[src/rtl/pseudo_sensor_pkg.sv]
// Shared defaults, FSM states and beat tag for the core-side frame reader.
package pseudo_sensor_pkg;
  localparam int PKG_IMG_W      = 640;
  localparam int PKG_IMG_H      = 480;
  localparam int PKG_ADDR_WIDTH = 19;

  typedef enum logic [1:0] {
    IDLE,
    RUN,
    DRAIN
  } state_e;

  typedef struct packed {
    logic sof;
    logic eol;
    logic eof;
  } beat_tag_t;

  localparam int TAG_W = $bits(beat_tag_t);
endpackage

[src/rtl/stream_return_fifo.sv]
// First-word-fall-through FIFO holding returned pixels with their beat tags.
// Push when full and pop when empty are ignored; the reader's issue budget keeps both from happening.
module stream_return_fifo #(
  parameter int WIDTH = 11,
  parameter int DEPTH = 4,
  localparam int CNT_W = $clog2(DEPTH + 1),
  localparam int PTR_W = (DEPTH > 1) ? $clog2(DEPTH) : 1
) (
  input  logic             clk_i,
  input  logic             rst_ni,
  input  logic             push_i,
  input  logic [WIDTH-1:0] push_dat_i,
  input  logic             pop_i,
  output logic             head_vld_o,
  output logic [WIDTH-1:0] head_dat_o,
  output logic [CNT_W-1:0] count_o
);
  logic [WIDTH-1:0] mem_q [DEPTH];
  logic [PTR_W-1:0] wr_ptr_q, wr_ptr_d, rd_ptr_q, rd_ptr_d;
  logic [CNT_W-1:0] count_q, count_d;
  logic             do_push, do_pop;

  assign do_push = push_i && (count_q != CNT_W'(DEPTH));
  assign do_pop  = pop_i && (count_q != '0);

  always_comb begin
    wr_ptr_d = wr_ptr_q;
    rd_ptr_d = rd_ptr_q;
    count_d  = count_q;
    if (do_push) wr_ptr_d = (wr_ptr_q == PTR_W'(DEPTH - 1)) ? '0 : wr_ptr_q + PTR_W'(1);
    if (do_pop)  rd_ptr_d = (rd_ptr_q == PTR_W'(DEPTH - 1)) ? '0 : rd_ptr_q + PTR_W'(1);
    if (do_push && !do_pop)      count_d = count_q + CNT_W'(1);
    else if (!do_push && do_pop) count_d = count_q - CNT_W'(1);
  end

  always_ff @(posedge clk_i or negedge rst_ni) begin
    if (!rst_ni) begin
      wr_ptr_q <= '0;
      rd_ptr_q <= '0;
      count_q  <= '0;
    end else begin
      wr_ptr_q <= wr_ptr_d;
      rd_ptr_q <= rd_ptr_d;
      count_q  <= count_d;
    end
  end

  // Storage needs no reset: the head is only observed while count is non-zero.
  always_ff @(posedge clk_i) begin
    if (do_push) mem_q[wr_ptr_q] <= push_dat_i;
  end

  assign head_vld_o = (count_q != '0);
  assign head_dat_o = mem_q[rd_ptr_q];
  assign count_o    = count_q;
endmodule

[src/rtl/core_frame_reader.sv]
// Walks a decimated ROI of the readable frame bank on each swap pulse and streams it out
// with sof/eol/eof markers; reads are only issued while the return FIFO can absorb them.
module core_frame_reader
  import pseudo_sensor_pkg::*;
#(
  parameter int ADDR_WIDTH = PKG_ADDR_WIDTH,
  parameter int DATA_WIDTH = 8,
  parameter int IMG_W      = PKG_IMG_W,
  parameter int IMG_H      = PKG_IMG_H,
  parameter int OUT_W      = 28,
  parameter int OUT_H      = 28,
  parameter int X0         = 250,
  parameter int Y0         = 170,
  parameter int STEP       = 5,
  parameter int RD_LAT     = 2,
  parameter int FIFO_DEPTH = 4
) (
  input  logic                  c_clk,
  input  logic                  arst_c_n,
  input  logic                  swap_c,
  input  logic [3:0]            image_num_c,
  output logic [ADDR_WIDTH-1:0] addr_c,
  input  logic [DATA_WIDTH-1:0] dout_c,
  output logic                  m_valid,
  input  logic                  m_ready,
  output logic [DATA_WIDTH-1:0] m_data,
  output logic                  m_sof,
  output logic                  m_eol,
  output logic                  m_eof,
  output logic [3:0]            m_image_num,
  output logic                  busy,
  output logic                  overrun
);
  localparam int CNT_W = $clog2(FIFO_DEPTH + 1);
  localparam int COL_W = $clog2(OUT_W + 1);
  localparam int ROW_W = $clog2(OUT_H + 1);
  localparam int FW    = TAG_W + DATA_WIDTH;
  localparam logic [ADDR_WIDTH-1:0] ROW_START = ADDR_WIDTH'(Y0 * IMG_W + X0);
  localparam logic [ADDR_WIDTH-1:0] COL_INC   = ADDR_WIDTH'(STEP);
  localparam logic [ADDR_WIDTH-1:0] ROW_INC   = ADDR_WIDTH'(STEP * IMG_W);
  localparam logic [COL_W-1:0]      COL_LAST  = COL_W'(OUT_W - 1);
  localparam logic [ROW_W-1:0]      ROW_LAST  = ROW_W'(OUT_H - 1);

  if (X0 + (OUT_W - 1) * STEP >= IMG_W) begin : g_bad_roi_x
    $error("ROI exceeds frame width");
  end
  if (Y0 + (OUT_H - 1) * STEP >= IMG_H) begin : g_bad_roi_y
    $error("ROI exceeds frame height");
  end
  if (FIFO_DEPTH < RD_LAT + 2) begin : g_bad_depth
    $error("FIFO_DEPTH must be at least RD_LAT+2");
  end

  state_e                state_q, state_d;
  logic [ADDR_WIDTH-1:0] addr_q, addr_d, row_base_q, row_base_d;
  logic [COL_W-1:0]      col_q, col_d;
  logic [ROW_W-1:0]      row_q, row_d;
  logic [3:0]            img_q, img_d;
  logic                  overrun_q, overrun_d;
  logic [RD_LAT-1:0]     pipe_vld_q;
  beat_tag_t             pipe_tag_q [RD_LAT];

  logic [CNT_W-1:0]      inflight, fifo_count;
  logic [CNT_W:0]        budget_used;
  logic                  issue, last_col, last_row, pop, fifo_vld;
  beat_tag_t             iss_tag, head_tag;
  logic [DATA_WIDTH-1:0] head_data;
  logic [FW-1:0]         fifo_head;

  always_comb begin
    inflight = '0;
    for (int i = 0; i < RD_LAT; i++) inflight = inflight + CNT_W'(pipe_vld_q[i]);
  end

  // Budget counts the FIFO before this cycle's pop, so it is conservative by one slot at most.
  assign budget_used = {1'b0, fifo_count} + {1'b0, inflight};
  assign issue       = (state_q == RUN) && (budget_used < (CNT_W + 1)'(FIFO_DEPTH));
  assign last_col    = (col_q == COL_LAST);
  assign last_row    = (row_q == ROW_LAST);
  assign iss_tag     = '{sof: (col_q == '0) && (row_q == '0), eol: last_col, eof: last_col && last_row};
  assign pop         = fifo_vld && m_ready;

  always_comb begin
    state_d    = state_q;
    addr_d     = addr_q;
    row_base_d = row_base_q;
    col_d      = col_q;
    row_d      = row_q;
    img_d      = img_q;
    overrun_d  = swap_c && (state_q != IDLE);
    case (state_q)
      IDLE: begin
        if (swap_c) begin
          state_d    = RUN;
          img_d      = image_num_c;
          row_base_d = ROW_START;
          addr_d     = ROW_START;
          col_d      = '0;
          row_d      = '0;
        end
      end
      RUN: begin
        if (issue) begin
          if (!last_col) begin
            addr_d = addr_q + COL_INC;
            col_d  = col_q + COL_W'(1);
          end else if (last_row) begin
            state_d = DRAIN;
          end else begin
            row_base_d = row_base_q + ROW_INC;
            addr_d     = row_base_q + ROW_INC;
            col_d      = '0;
            row_d      = row_q + ROW_W'(1);
          end
        end
      end
      DRAIN: begin
        if ((inflight == '0) &&
            ((fifo_count == '0) || ((fifo_count == CNT_W'(1)) && pop))) begin
          state_d = IDLE;
        end
      end
      default: state_d = IDLE;
    endcase
  end

  always_ff @(posedge c_clk or negedge arst_c_n) begin
    if (!arst_c_n) begin
      state_q    <= IDLE;
      addr_q     <= '0;
      row_base_q <= '0;
      col_q      <= '0;
      row_q      <= '0;
      img_q      <= '0;
      overrun_q  <= 1'b0;
      pipe_vld_q <= '0;
      for (int i = 0; i < RD_LAT; i++) pipe_tag_q[i] <= '0;
    end else begin
      state_q    <= state_d;
      addr_q     <= addr_d;
      row_base_q <= row_base_d;
      col_q      <= col_d;
      row_q      <= row_d;
      img_q      <= img_d;
      overrun_q  <= overrun_d;
      pipe_vld_q[0] <= issue;
      pipe_tag_q[0] <= iss_tag;
      for (int i = 1; i < RD_LAT; i++) begin
        pipe_vld_q[i] <= pipe_vld_q[i-1];
        pipe_tag_q[i] <= pipe_tag_q[i-1];
      end
    end
  end

  stream_return_fifo #(
    .WIDTH (FW),
    .DEPTH (FIFO_DEPTH)
  ) u_ret_fifo (
    .clk_i      (c_clk),
    .rst_ni     (arst_c_n),
    .push_i     (pipe_vld_q[RD_LAT-1]),
    .push_dat_i ({pipe_tag_q[RD_LAT-1], dout_c}),
    .pop_i      (pop),
    .head_vld_o (fifo_vld),
    .head_dat_o (fifo_head),
    .count_o    (fifo_count)
  );

  assign {head_tag, head_data} = fifo_head;

  assign addr_c      = addr_q;
  assign m_valid     = fifo_vld;
  assign m_data      = fifo_vld ? head_data : '0;
  assign m_sof       = fifo_vld && head_tag.sof;
  assign m_eol       = fifo_vld && head_tag.eol;
  assign m_eof       = fifo_vld && head_tag.eof;
  assign m_image_num = img_q;
  assign busy        = (state_q != IDLE);
  assign overrun     = overrun_q;
endmodule

[config.mk]
export PLATFORM = sky130hd
export DESIGN_NAME = core_frame_reader
export DESIGN_NICKNAME = d
export VERILOG_FILES = /design/src/rtl/pseudo_sensor_pkg.sv /design/src/rtl/stream_return_fifo.sv /design/src/rtl/core_frame_reader.sv
export SDC_FILE = /design/constraint.sdc
export NUM_CORES = 1
export LEC_CHECK = 0
export ABC_AREA = 1
export BUFFER_PORTS_ARGS = -buffer_cell sky130_fd_sc_hd__clkbuf_2
export CAP_MARGIN = 5
export CORE_ASPECT_RATIO = 1.4
export CORE_MARGIN = 3
export CORE_UTILIZATION = 30
export CTS_BUF_LIST = sky130_fd_sc_hd__clkbuf_16
export DETAILED_ROUTE_END_ITERATION = 7
export PLACE_DENSITY_LB_ADDON = 0.12
export SLEW_MARGIN = 25
export SYNTH_ARGS = -nofsm -noshare
export SYNTH_HDL_FRONTEND = slang
export SYNTH_SLANG_ARGS = --single-unit
[constraint.sdc]
create_clock -name c_clk -period 2.8 [get_ports c_clk]
set_input_delay 0.56 -clock c_clk [delete_from_list [all_inputs] [get_ports c_clk]]
set_output_delay 0.56 -clock c_clk [all_outputs]
set_load 0.005 [all_outputs]
# Word level (Yosys, flattened, before mapping)
# Memory sizes are Yosys's and may differ from the RTL's.
# Index checks and enable logic that the tools add are counted.
# word_totals
register_bits	70
ram_bits	44
input_bits	16
wordCells	104
n_memories	1
# op_classes
n_addsub	10
magnitude_cmp	1
eq_ne	15
muxes	30
n_reduce_logical	30
# mem_list
memory	depth	word_bits	rd	rd_ports_with_merged_regs	wr	line	text
u_ret_fifo.mem_q	4	11	1	0	1	stream_return_fifo.sv:18	logic [WIDTH-1:0] mem_q [DEPTH];
# op_table
cell	count
19-bit 2-to-1 mux	6
19-bit case mux with 2 select lines	2
5-bit 2-to-1 mux	7
5-bit case mux with 2 select lines	2
19-bit by 12-bit adder with 19-bit output (second input constant)	1
19-bit by 3-bit adder with 19-bit output (second input constant)	1
1-bit logical AND	14
2-bit 2-to-1 mux	7
2-bit inequality test (second input constant)	6
5-bit by 1-bit adder with 5-bit output (second input constant)	2
5-bit == test (second input constant)	2
5-bit zero test	2
5-bit AND reduction	2
8-bit 2-to-1 mux	1
2-bit == test (second input constant)	3
3-bit zero test	2
3-bit 2-to-1 mux	2
3-bit inequality test (second input constant)	2
2-bit case mux with 3 select lines	1
2-bit nonzero test	3
2-bit by 1-bit adder with 2-bit output (second input constant)	2
3-bit by 2-bit adder with 4-bit output	1
4-bit by 3-bit < comparator with 1-bit output (second input constant)	1
4-bit AND reduction	1
other kinds (11)	13

# Longest topological paths before layout
# Gate-level depths: netlist of the first run.
# depth
depth_word	7
ltp_mapped	12
mapped_depth_nobuf	12

# Cells and area by module
# From an unflattened synthesis of the first run, not the netlist that was laid out.
# hier_totals
cells_unflattened	644
area_unflattened_um2	5664.2
# by_module_without_submodules
mod	instances	cells_each	area_each_um2	seq_area_each_um2
core_frame_reader	1	457	3448.3	1426.4
stream_return_fifo	1	187	2215.9	1496.4

# Least setup slack after synthesis of the first run
# Ideal clock, no wire load.
# synth_path
kind	flip-flop to flip-flop
start	reg u_ret_fifo.count_q[0] (netlist: u_ret_fifo.count_o[0])
end	mem u_ret_fifo.mem_q[0][0], enable pin
setup_time_ns	0.378
t_arrival_ns	1.613
required_time_ns	2.422
slack_ns	0.809
stages_incl_launch_ff	6
path_cell_list	dfrtp_1 > inv_1 > ha_1 > a21oi_1 > inv_1 > nor2_1
# synth_via
elab_chain_len	4
# synth_rtl
item	line	text
start, declared	stream_return_fifo.sv:20	logic [CNT_W-1:0] count_q, count_d;
start signal, assigned	stream_return_fifo.sv:44	count_q <= count_d;
3-bit inequality test	stream_return_fifo.sv:23	assign do_push = push_i && (count_q != CNT_W'(DEPTH));
1-bit logical AND	stream_return_fifo.sv:23	
net u_ret_fifo.do_push	stream_return_fifo.sv:21	logic do_push, do_pop;
1-bit 2-to-1 mux	stream_return_fifo.sv:50	if (do_push) mem_q[wr_ptr_q] <= push_dat_i;
1-bit 2-to-1 mux (not written as such)	stream_return_fifo.sv:50	
end, declared	stream_return_fifo.sv:18	
# The timed path passes the listed nets, and every way through them passes these cells.

# Worst setup path after layout of the first run
# layout_path
start	reg u_ret_fifo.count_q[0] (netlist: u_ret_fifo.count_o[0])
end	out m_eof
# layout_via
elab_chain_len	2
# layout_rtl
item	line	text
3-bit nonzero test	stream_return_fifo.sv:53	assign head_vld_o = (count_q != '0);
1-bit logical AND	core_frame_reader.sv:176	assign m_eof = fifo_vld && head_tag.eof;
end, declared	core_frame_reader.sv:29	output logic m_eof,
# Every way passes these cells.

==> results of run 1 <==
## logic make-up after synthesis
family | after synthesis | share of synthesized area, %
AOI/OAI and AO/OA | 97 | 9.33
DFF | 108 | 54.2
adders and majority gates | 19 | 4.41
buffers and inverters | 92 | 6.66
muxes | 4 | 0.835
xor gates and xnor gates | 10 | 1.62
and+or+nand+nor | 299 | 22.9
## registers in the layout, indices dropped and copies added, names as in the netlist
signal / count
pipe_vld_q: 2
col_q: 5
overrun: 1
row_base_q: 13
u_ret_fifo.wr_ptr_q: 2
u_ret_fifo.count_o: 3
pipe_tag_q: 6
u_ret_fifo.rd_ptr_q: 2
row_q: 5
m_image_num: 4
addr_c: 19
state_q: 2
u_ret_fifo.mem_q: 44
## final cells by class
class	count	area [um^2]	area share, %
clock buffer	9	225	3.59
clock inverter	7	52.6	0.838
inverter	75	282	4.49
multi-input combinational	429	2110	33.7
sequential	108	2920	46.6
tap	236	295	4.71
timing repair buffer	66	378	6.03
## Yosys cell counts
| library cell | count |
|---|---|
| a21boi_0 | 3 |
| a21boi_1 | 1 |
| a21oi_1 | 27 |
| buf_2 | 5 |
| buf_4 | 2 |
| clkbuf_1 | 10 |
| clkinv_1 | 1 |
| dfrtp_1 | 64 |
| edfxtp_1 | 44 |
| ha_1 | 19 |
| inv_1 | 68 |
| inv_2 | 6 |
| mux2_2 | 4 |
| nand2_1 | 141 |
| nand3_1 | 51 |
| nand3_2 | 1 |
| nand3b_1 | 1 |
| nand4_1 | 5 |
| nor2_1 | 86 |
| nor2_2 | 6 |
| nor3_1 | 6 |
| nor4_1 | 1 |
| o211ai_1 | 1 |
| o21ai_0 | 44 |
| o21ai_1 | 19 |
| o31ai_1 | 2 |
| or2_2 | 1 |
| xnor2_1 | 2 |
| xor2_1 | 8 |
## stage by stage
step / setup slack (ps) / instances / utilization (%) / hold WS [ps] / instance area [um^2]
6_report: 462 / 930 / 35.9 / 197 / 6270
5_1_grt: 307 / 930 / 35.9 / 252 / 6270
4_1_cts: 150 / 930 / 35.9 / 229 / 6260
3_5_place_dp: 181 / 914 / 34.3 / 336 / 5990
3_3_place_gp: 280 / 914 / 34.3 / 340 / 5990
2_1_floorplan: 809 / 629 / - / 264 / 5390
## cells in the final DEF (no fill, tap or decap), types with 13 or more instances in the layout
master / synthesis / layout
a21oi_1: 27 / 27
buf_4: 2 / 13
clkbuf_2: 0 / 51
dfrtp_1: 64 / 64
edfxtp_1: 44 / 44
ha_1: 19 / 19
inv_1: 68 / 70
nand2_1: 141 / 141
nand3_1: 51 / 51
nor2_1: 86 / 86
o21ai_0: 44 / 44
o21ai_1: 19 / 19
## worst min path at each step
stage	startpoint	end	slack, ps	cells past startpoint
2_1_floorplan	arst_c_n	addr_c[0]	260	0
3_3_place_gp	pipe_tag_q[5]	pipe_tag_q[2]	340	0
3_5_place_dp	pipe_tag_q[4]	pipe_tag_q[1]	340	0
4_1_cts	arst_c_n	row_base_q[5]	230	2
5_1_grt	arst_c_n	row_base_q[5]	250	2
6_report	arst_c_n	row_base_q[5]	200	2
## power by group through the flow
stage | Sequential (mW) | Combinational (mW) | Clock [mW]
final | 2.45 | 3.16 | 1.22
after global routing | 2.52 | 3.64 | 1.32
after CTS | 2.45 | 3.23 | 1.27
after detailed placement | 2.48 | 3.21 | 0
after global placement | 2.46 | 3.17 | 0
after floorplan | 2.42 | 2.17 | 0
## critical path: stages, from the launching register on
cell and delay, ps:
dfrtp_1 460, inv_1 90, ha_1 240, inv_1 70, nor2_1 50, buf_4 190, a21oi_1 180, clkbuf_2 140
## metal layers
metal	track usage, %	share of wire (%)	vias up
met5	0	0	-
met2	25.3	52	65
met4	5.21	1.3	0
met1	16.1	44	2011
met3	1.78	2.7	13
li1	-	-	2174
==> results.sh, run 1 <==
export IMPL_final_hold_violation_count=0
export IMPL_finalMaxSlewViolations=0
export IMPL_netlist_top_cells_area="dfrtp_1, edfxtp_1, nand2_1"
export IMPL_power_frac_clock_pct=17.9
export IMPL_via_count=4263
export IMPL_via_per_inst=4.58
export IMPL_netlist_instances=629
export IMPL_fin_crit_sh_pct=83.5
export IMPL_tightest_slew_ps=629
export IMPL_fillers=1824
export IMPL_r2r_cells=10
export IMPL_r2r_end="row_base_q[11]"
export IMPL_syn_nets=664
export IMPL_cp_start_kind="register"
export IMPL_worstSetupEndpointType="output pin"
export IMPL_rsz0062_at_grt="false"
export IMPL_grt_max_degree=65
export IMPL_root_buffer="clkbuf_16"
export IMPL_fmax_mhz=428
export IMPL_port_buffers=52
export IMPL_ys_types=29
export IMPL_htree_levels=3
export IMPL_status="finished clean"
export IMPL_hpwlAfterDp_mm=8.95
export IMPL_drc=0
export IMPL_num_antenna_cells=0
export IMPL_post_cts_buffers=0
export IMPL_final_min_clock_period_ps=2340
export IMPL_final_setup_viol_count=0
export IMPL_p_switching_mw=3.02
export IMPL_path_clk_slew_ps=80
export IMPL_clkLatencyLatePin_ps=350
export IMPL_critPathMaxFanout=12
export IMPL_arrival_ps=1780
export IMPL_p_leak_nw=2.88
export IMPL_totalWireLength_mm=12.8
export IMPL_yosysSeqAreaShare_pct=54.2
export IMPL_die_area_um2=19600
export IMPL_yosys_area_top_type="dfrtp_1"
export IMPL_ir_drop_mv=0.550
export IMPL_rrSetupSlack_ps=510
export IMPL_clock_path_buffers=2
export IMPL_first_pass_iters=4
export IMPL_place_congestion=0.798
export IMPL_fin_nets=724
export IMPL_routedWlPerCell_um=13.8
export IMPL_antenna_left=0
export IMPL_die_h_um=165
export IMPL_p_sw_share_pct=44.2
export IMPL_maxCapViolCount=0
export IMPL_hold_path_class="primary input to async pin"
export IMPL_r2r_start="pipe_vld_q[0]"
export IMPL_seqPwrFrac_pct=35.8
export IMPL_grt_pass1_vias=4283
export IMPL_drtIter0Drc=180
export IMPL_core_area_um2=17500
export IMPL_setup_tns_final_ps=0
export IMPL_crit_end="m_eof"
export IMPL_rows=57
export IMPL_total_power_mw=6.83
export IMPL_numCtsBuffers=9
export IMPL_drive_gt1_share_pct=14.1
export IMPL_grt_pass1_wl_mm=21.5
export IMPL_cts_tree="done"
export IMPL_combPwrFrac_pct=46.3
export IMPL_critPathLaunch="u_ret_fifo.count_o[0]"
export IMPL_start_util_pct=30.9
export IMPL_die_w_um=119
export IMPL_slew_headroom_pct=58.0
export IMPL_grt_use_total_pct=13.7
export IMPL_io_pins=53
export IMPL_p_per_area_nw_per_um2=1090
export IMPL_yosysTopAreaCellShare_pct=29.7
export IMPL_ctsResizeCount=0
export IMPL_area_growth_pct=16.3
export IMPL_grt_antenna_before_repair=0
export IMPL_ys_warn_count=0
export IMPL_p_int_mw=3.81
export IMPL_yosys_register_bits=108
export IMPL_crit_type="register to output pin"
export IMPL_cts_sinks=108
export IMPL_grt_ovfl_total=0
export IMPL_holdBufCountCts=0
export IMPL_finClkSkew_ps=13.8
export IMPL_crit_required_ps=2240
export IMPL_syn_area_um2=5390
export IMPL_syn_area_per_cell_um2=8.57
No activity file was read; power rests on OpenSTA's default activity.
==> inputs of run 2 (changes only) <==
--- a/config.mk
+++ b/config.mk
@@ -5,7 +5,7 @@
 export SDC_FILE = /design/constraint.sdc
 export NUM_CORES = 1
 export LEC_CHECK = 0
-export ABC_AREA = 1
+export ABC_AREA = 0
 export BUFFER_PORTS_ARGS = -buffer_cell sky130_fd_sc_hd__clkbuf_2
 export CAP_MARGIN = 5
 export CORE_ASPECT_RATIO = 1.4
==> constraint.sdc (replaced) <==
create_clock -name c_clk -period 2.3 [get_ports c_clk]
set_input_delay 0.46 -clock c_clk [delete_from_list [all_inputs] [get_ports c_clk]]
set_output_delay 0.46 -clock c_clk [all_outputs]
set_load 0.005 [all_outputs]
==> run 2 against run 1 <==
Against the previous run:
- sequential share of layout area up 0.84 points
- area after synthesis down 5.0%
- synthesized cell count down 29%
- first-iteration DRC count up 18%
- largest power group is now sequential cells
- critical endpoint is now addr_c[15]
- design area down 1.7%
- global-route usage up 0.19 points
- combinational power down 7.9%
==> results.sh, run 2 <==
export IMPL_syn_nets=481
export IMPL_rsz0062_at_grt="true"
export IMPL_syn_area_um2=5120
export IMPL_totalWireLength_mm=12.7
export IMPL_fillers=1652
export IMPL_port_buffers=52
export IMPL_fin_nets=561
export IMPL_netlist_top_cells_area="dfrtp_1, edfxtp_1, mux4_2"
export IMPL_synth_edf_count=44
export IMPL_synth_top_family_by_area="simple AND/OR/NAND/NOR gates"
export IMPL_place_worst_setup_slack_ps=20.9
export IMPL_ir_drop_mv=0.457
export IMPL_hold_path_class="primary input to async pin"
export IMPL_ys_types=56
export IMPL_final_setup_viol_count=0
export IMPL_grt_max_degree=48
export IMPL_maxCapViolCount=0
export IMPL_yosysTopAreaCellShare_pct=31.3
export IMPL_yosys_register_bits=108
export IMPL_die_w_um=116
export IMPL_grt_ovfl_total=0
export IMPL_synthXorXnorAreaFrac_pct=3.08
export IMPL_grt_pass1_vias=3779
export IMPL_synth_simple_area_share_pct=15.7
export IMPL_grt_use_total_pct=13.9
export IMPL_arrival_ps=2430
export IMPL_fin_crit_sh_pct=95.1
export IMPL_routedWlPerCell_um=17.4
export IMPL_rows=55
export IMPL_numCtsBuffers=9
export IMPL_finClkSkew_ps=15.1
export IMPL_cp_start_kind="register"
export IMPL_syn_area_per_cell_um2=11.5
export IMPL_htree_levels=3
export IMPL_tightest_slew_ps=444
export IMPL_largest_reg_flops=44
export IMPL_die_area_um2=18700
export IMPL_crit_required_ps=2550
export IMPL_layout_commonest_cell="dfrtp_1"
export IMPL_path_clk_slew_ps=80
export IMPL_fmax_mhz=457
export IMPL_crit_type="register to register"
export IMPL_root_buffer="clkbuf_16"
export IMPL_drc=0
export IMPL_place_congestion=0.812
export IMPL_final_min_clock_period_ps=2190
export IMPL_yosys_most_used_dff="dfrtp_1"
export IMPL_yosysSeqAreaShare_pct=57.1
export IMPL_grt_pass1_wl_mm=20.0
export IMPL_final_hold_violation_count=0
export IMPL_cts_sinks=108
export IMPL_slew_headroom_pct=70.1
export IMPL_netlist_instances=446
export IMPL_holdWs_ps=37.2
export IMPL_die_h_um=161
export IMPL_start_util_pct=31.1
export IMPL_clock_path_buffers=2
export IMPL_num_antenna_cells=0
export IMPL_cts_tree="done"
export IMPL_setup_slack_ps=112
export IMPL_via_count=3714
export IMPL_antenna_left=0
export IMPL_io_pins=53
export IMPL_ys_async_sr_fraction_pct=59.3
export IMPL_drive_gt1_share_pct=23.5
export IMPL_synth_commonest_cells="dfrtp_1, nand2_1, edfxtp_1"
export IMPL_status="finished clean"
export IMPL_synth_most_common_cell="dfrtp_1"
export IMPL_drtIter0Drc=213
export IMPL_area_growth_pct=20.3
export IMPL_regMostFlops="u_ret_fifo.mem_q"
export IMPL_worstSetupEndpointType="register"
export IMPL_synthAdderAreaFrac_pct=4.64
export IMPL_core_area_um2=16400
export IMPL_synth_compound_area_share_pct=11.8
export IMPL_hpwlAfterDp_mm=9.12
export IMPL_ys_warn_count=0
export IMPL_p_per_area_nw_per_um2=1210
export IMPL_grt_antenna_before_repair=0
export IMPL_synthMuxAreaShare_pct=5.25
export IMPL_p_leak_nw=2.56
export IMPL_via_per_inst=5.09
export IMPL_holdBufCountCts=0
export IMPL_first_pass_iters=4
export IMPL_clkLatencyLatePin_ps=360
export IMPL_setup_tns_final_ps=0
export IMPL_finalMaxSlewViolations=0
export IMPL_critPathMaxFanout=6
export IMPL_final_cell_mix="dfrtp_1, clkbuf_2, nand2_1, edfxtp_1, a21oi_1"
export IMPL_yosys_area_top_type="dfrtp_1"
==> run 2: changes by cell type after synthesis, moves of 7 or more <==
cell,change
inv_1,-54
mux4_2,+11
o21ai_0,-20
and2_1,+19
o21ai_1,-8
xnor2_1,+9
a21oi_1,+7
nand2_1,-96
nand2b_1,+7
nand3_1,-37
nor2_1,-53
==> run 2: area by class of cell <==
class	instances	area, um^2	share of cell area, %
tap	199	249	4.04
clock inverter	7	77.6	1.26
inverter	15	56.3	0.914
clock buffer	9	225	3.66
timing repair buffer	85	533	8.65
sequential	108	2920	47.5
multi-input combinational	307	2100	34.0
==> run 2: final timing paths <==
| kind | start | end | slack, ps | cells past startpoint |
|---|---|---|---|---|
| min reg2reg | pipe_tag_q[4] | pipe_tag_q[1] | 350 | 0 |
| max reg2reg | pipe_vld_q[0] | addr_c[15] | 110 | 7 |
| min | arst_c_n | addr_c[3] | 40 | 1 |
| max | pipe_vld_q[0] | addr_c[15] | 110 | 7 |
| min in group c_clk | image_num_c[0] | m_image_num[0] | 300 | 3 |
| max in group asynchronous | arst_c_n | u_ret_fifo.count_o[1] | 1630 | 2 |
==> run 2: cell families (layout without fill, tap and decap cells) <==
kind of cell,Yosys count,count (layout)
compound gates,99,99
xor+xnor,18,18
fa+ha+maj,19,19
buf+inv,31,116
flops,108,108
mux,13,13
simple gates,158,158
==> run 2: worst max-delay path: stages (launching register included) <==
cell      delay, ps
dfrtp_1         400
ha_1            230
ha_4            220
a311oi_2        370
nand3_1         330
a41o_1          310
a21oi_1         150
a21oi_1          60
==> run 2: metal layers <==
metal / up-vias / share of wire, % / global-route usage (%)
met1: 1849 / 42 / 15.9
li1: 1774 / - / -
met4: 0 / 1.9 / 5.28
met5: - / 0 / 0
met3: 16 / 3.7 / 2.41
met2: 75 / 53 / 25.1
==> run 2: what timing repair did <==
item,in CTS,in global routing
gates resized for setup,1,4
pin swaps,0,3
endpoints found under the setup margin,1,26
setup buffers,0,3
==> run 2: power breakdown <==
group | total (mW) | leakage [nW] | switching, mW | internal (mW)
sequential | 2.94 | 1.18 | 0.435 | 2.50
combinational | 2.91 | 1.24 | 1.51 | 1.40
clock | 1.57 | 0.146 | 0.799 | 0.775
total | 7.43 | 2.56 | 2.74 | 4.68
==> run 2: stage by stage <==
stage | total power, mW | utilization [%] | cell area [um^2] | instances
6_report | 7.43 | 37.5 | 6160 | 730
5_1_grt | 7.94 | 37.5 | 6160 | 730
4_1_cts | 7.46 | 37.2 | 6120 | 727
3_5_place_dp | 5.85 | 35.4 | 5810 | 711
3_3_place_gp | 5.81 | 35.4 | 5810 | 711
2_1_floorplan | 4.63 | - | 5120 | 446
==> inputs of run 3 (changes only) <==
--- a/config.mk
+++ b/config.mk
@@ -8,7 +8,6 @@
 export ABC_AREA = 0
 export BUFFER_PORTS_ARGS = -buffer_cell sky130_fd_sc_hd__clkbuf_2
 export CAP_MARGIN = 5
-export CORE_ASPECT_RATIO = 1.4
 export CORE_MARGIN = 3
 export CORE_UTILIZATION = 30
 export CTS_BUF_LIST = sky130_fd_sc_hd__clkbuf_16
==> run 3 against run 2 <==
Against the previous run:
- clock power barely moved
- global-route usage fell by 0.086 points
- register-to-register slack barely moved
- cell count rose by 2.3%
- combinational power fell by 2%
- wire length fell by 3.2%
- flip-flop and latch count did not move
==> results.sh, run 3 (same netlist as run 2, synthesis figures left out) <==
export IMPL_slew_headroom_pct=65.6
export IMPL_grt_pass1_wl_mm=19.6
export IMPL_setup_slack_ps=117
export IMPL_final_hold_violation_count=0
export IMPL_finalMaxSlewViolations=0
export IMPL_worstSetupEndpointType="register"
export IMPL_p_per_area_nw_per_um2=1200
export IMPL_rows=47
export IMPL_die_w_um=137
export IMPL_io_pins=53
export IMPL_crit_family="compound AO/OA/AOI/OAI gates"
export IMPL_crit_type="register to register"
export IMPL_grt_max_degree=38
export IMPL_p_leak_nw=2.54
export IMPL_htree_levels=3
export IMPL_grt_pass1_vias=3674
export IMPL_cp_start_kind="register"
export IMPL_core_area_um2=16600
export IMPL_port_buffers=52
export IMPL_clock_path_buffers=2
export IMPL_cts_tree="done"
export IMPL_final_setup_viol_count=0
export IMPL_grt_ovfl_total=0
export IMPL_crit_required_ps=2590
export IMPL_first_pass_iters=4
export IMPL_status="finished clean"
export IMPL_totalWireLength_mm=12.3
export IMPL_rsz0062_at_grt="false"
export IMPL_area_growth_pct=20.5
export IMPL_root_buffer="clkbuf_16"
export IMPL_critPathBufInv=0
export IMPL_critical_path_slowest_cell="a311o_1"
export IMPL_p_sw_share_pct=35.6
export IMPL_drtIter0Drc=157
export IMPL_maxCapViolCount=0
export IMPL_largest_reg_flops=44
export IMPL_critPathMaxFanout=9
export IMPL_final_min_clock_period_ps=2180
export IMPL_combPwrFrac_pct=38.7
export IMPL_cts_sinks=108
export IMPL_setup_tns_final_ps=0
export IMPL_holdWs_ps=125
export IMPL_die_h_um=137
export IMPL_start_util_pct=30.8
export IMPL_p_switching_mw=2.63
export IMPL_p_int_mw=4.76
export IMPL_arrival_ps=2470
export IMPL_grt_antenna_before_repair=0
export IMPL_via_per_inst=4.89
export IMPL_fin_nets=557
export IMPL_place_congestion=0.790
export IMPL_tightest_slew_ps=512
export IMPL_finClkSkew_ps=9.29
export IMPL_seqPwrFrac_pct=40.0
export IMPL_layout_commonest_cell="dfrtp_1"
export IMPL_max_stage_delay_ps=410
export IMPL_regMostFlops="u_ret_fifo.mem_q"
export IMPL_hpwlAfterDp_mm=8.59
export IMPL_fin_crit_sh_pct=94.9
export IMPL_drive_gt1_share_pct=23.1
export IMPL_num_antenna_cells=0
export IMPL_grt_use_total_pct=13.8
export IMPL_clkLatencyLatePin_ps=350
export IMPL_place_worst_setup_slack_ps=55.3
export IMPL_routedWlPerCell_um=16.4
export IMPL_final_cell_mix="dfrtp_1, clkbuf_2, nand2_1, edfxtp_1, a21oi_1"
export IMPL_hold_path_class="primary input to async pin"
export IMPL_ir_drop_mv=0.440
export IMPL_total_power_mw=7.39
export IMPL_antenna_left=0
export IMPL_cp_cell_sequence="ha_1 -> ha_4 -> a311o_1 -> a211oi_4 -> nor2_4 -> or3_1 -> a21oi_1"
export IMPL_fillers=1618
export IMPL_fmax_mhz=458
export IMPL_power_frac_clock_pct=21.3
export IMPL_holdBufCountCts=0
export IMPL_via_count=3655
export IMPL_path_clk_slew_ps=80
export IMPL_die_area_um2=18700
export IMPL_numCtsBuffers=9
export IMPL_drc=0
[run 3: final cells by class]
cell class	count	area, um^2	area share, %
inverter	15	56.3	0.912
timing repair buffer	81	510	8.27
tap	220	275	4.46
sequential	108	2930	47.4
multi-input combinational	307	2110	34.1
clock inverter	7	71.3	1.16
clock buffer	9	225	3.65
[run 3: path summary, 6_finish.rpt]
kind | from | end | slack, ps | depth (start not counted)
min in group c_clk | image_num_c[1] | m_image_num[1] | 300 | 3
max in group asynchronous | arst_c_n | row_base_q[12] | 1750 | 2
hold / removal | arst_c_n | addr_c[4] | 120 | 2
hold reg to reg | pipe_tag_q[3] | pipe_tag_q[0] | 350 | 0
setup / recovery | pipe_vld_q[0] | col_q[3] | 120 | 7
setup reg to reg | pipe_vld_q[0] | col_q[3] | 120 | 7
[run 3: metal layers]
metal	track usage, %	wire [um]	vias to the layer above
met2	25.1	6410	67
met4	3.08	146	0
met3	4.12	447	10
li1	-	-	1775
met5	0	0	-
met1	16.0	5270	1803
[run 3: through the flow]
stage               instances  utilization [%]  cell area (um^2)
floorplan                 446                -              5120
global route              747             37.1              6170
global placement          728             34.9              5810
finish                    747             37.1              6170
CTS                       744             36.7              6110
detailed placement        728             34.9              5810
[run 3: power by group through the flow]
| stage | sequential, mW | combinational [mW] | clock [mW] |
|---|---|---|---|
| 5_1_grt | 3.03 | 3.24 | 1.73 |
| 3_3_place_gp | 2.97 | 2.80 | 0 |
| 2_1_floorplan | 2.85 | 1.78 | 0 |
| 4_1_cts | 2.95 | 2.83 | 1.65 |
| 6_report | 2.96 | 2.86 | 1.57 |
| 3_5_place_dp | 2.99 | 2.82 | 0 |
[run 3: timing repair]
| item | in CTS | in global routing |
|---|---|---|
| setup endpoints to repair | 0 | 26 |
| setup buffers | 0 | 3 |
| resized for setup | 0 | 11 |
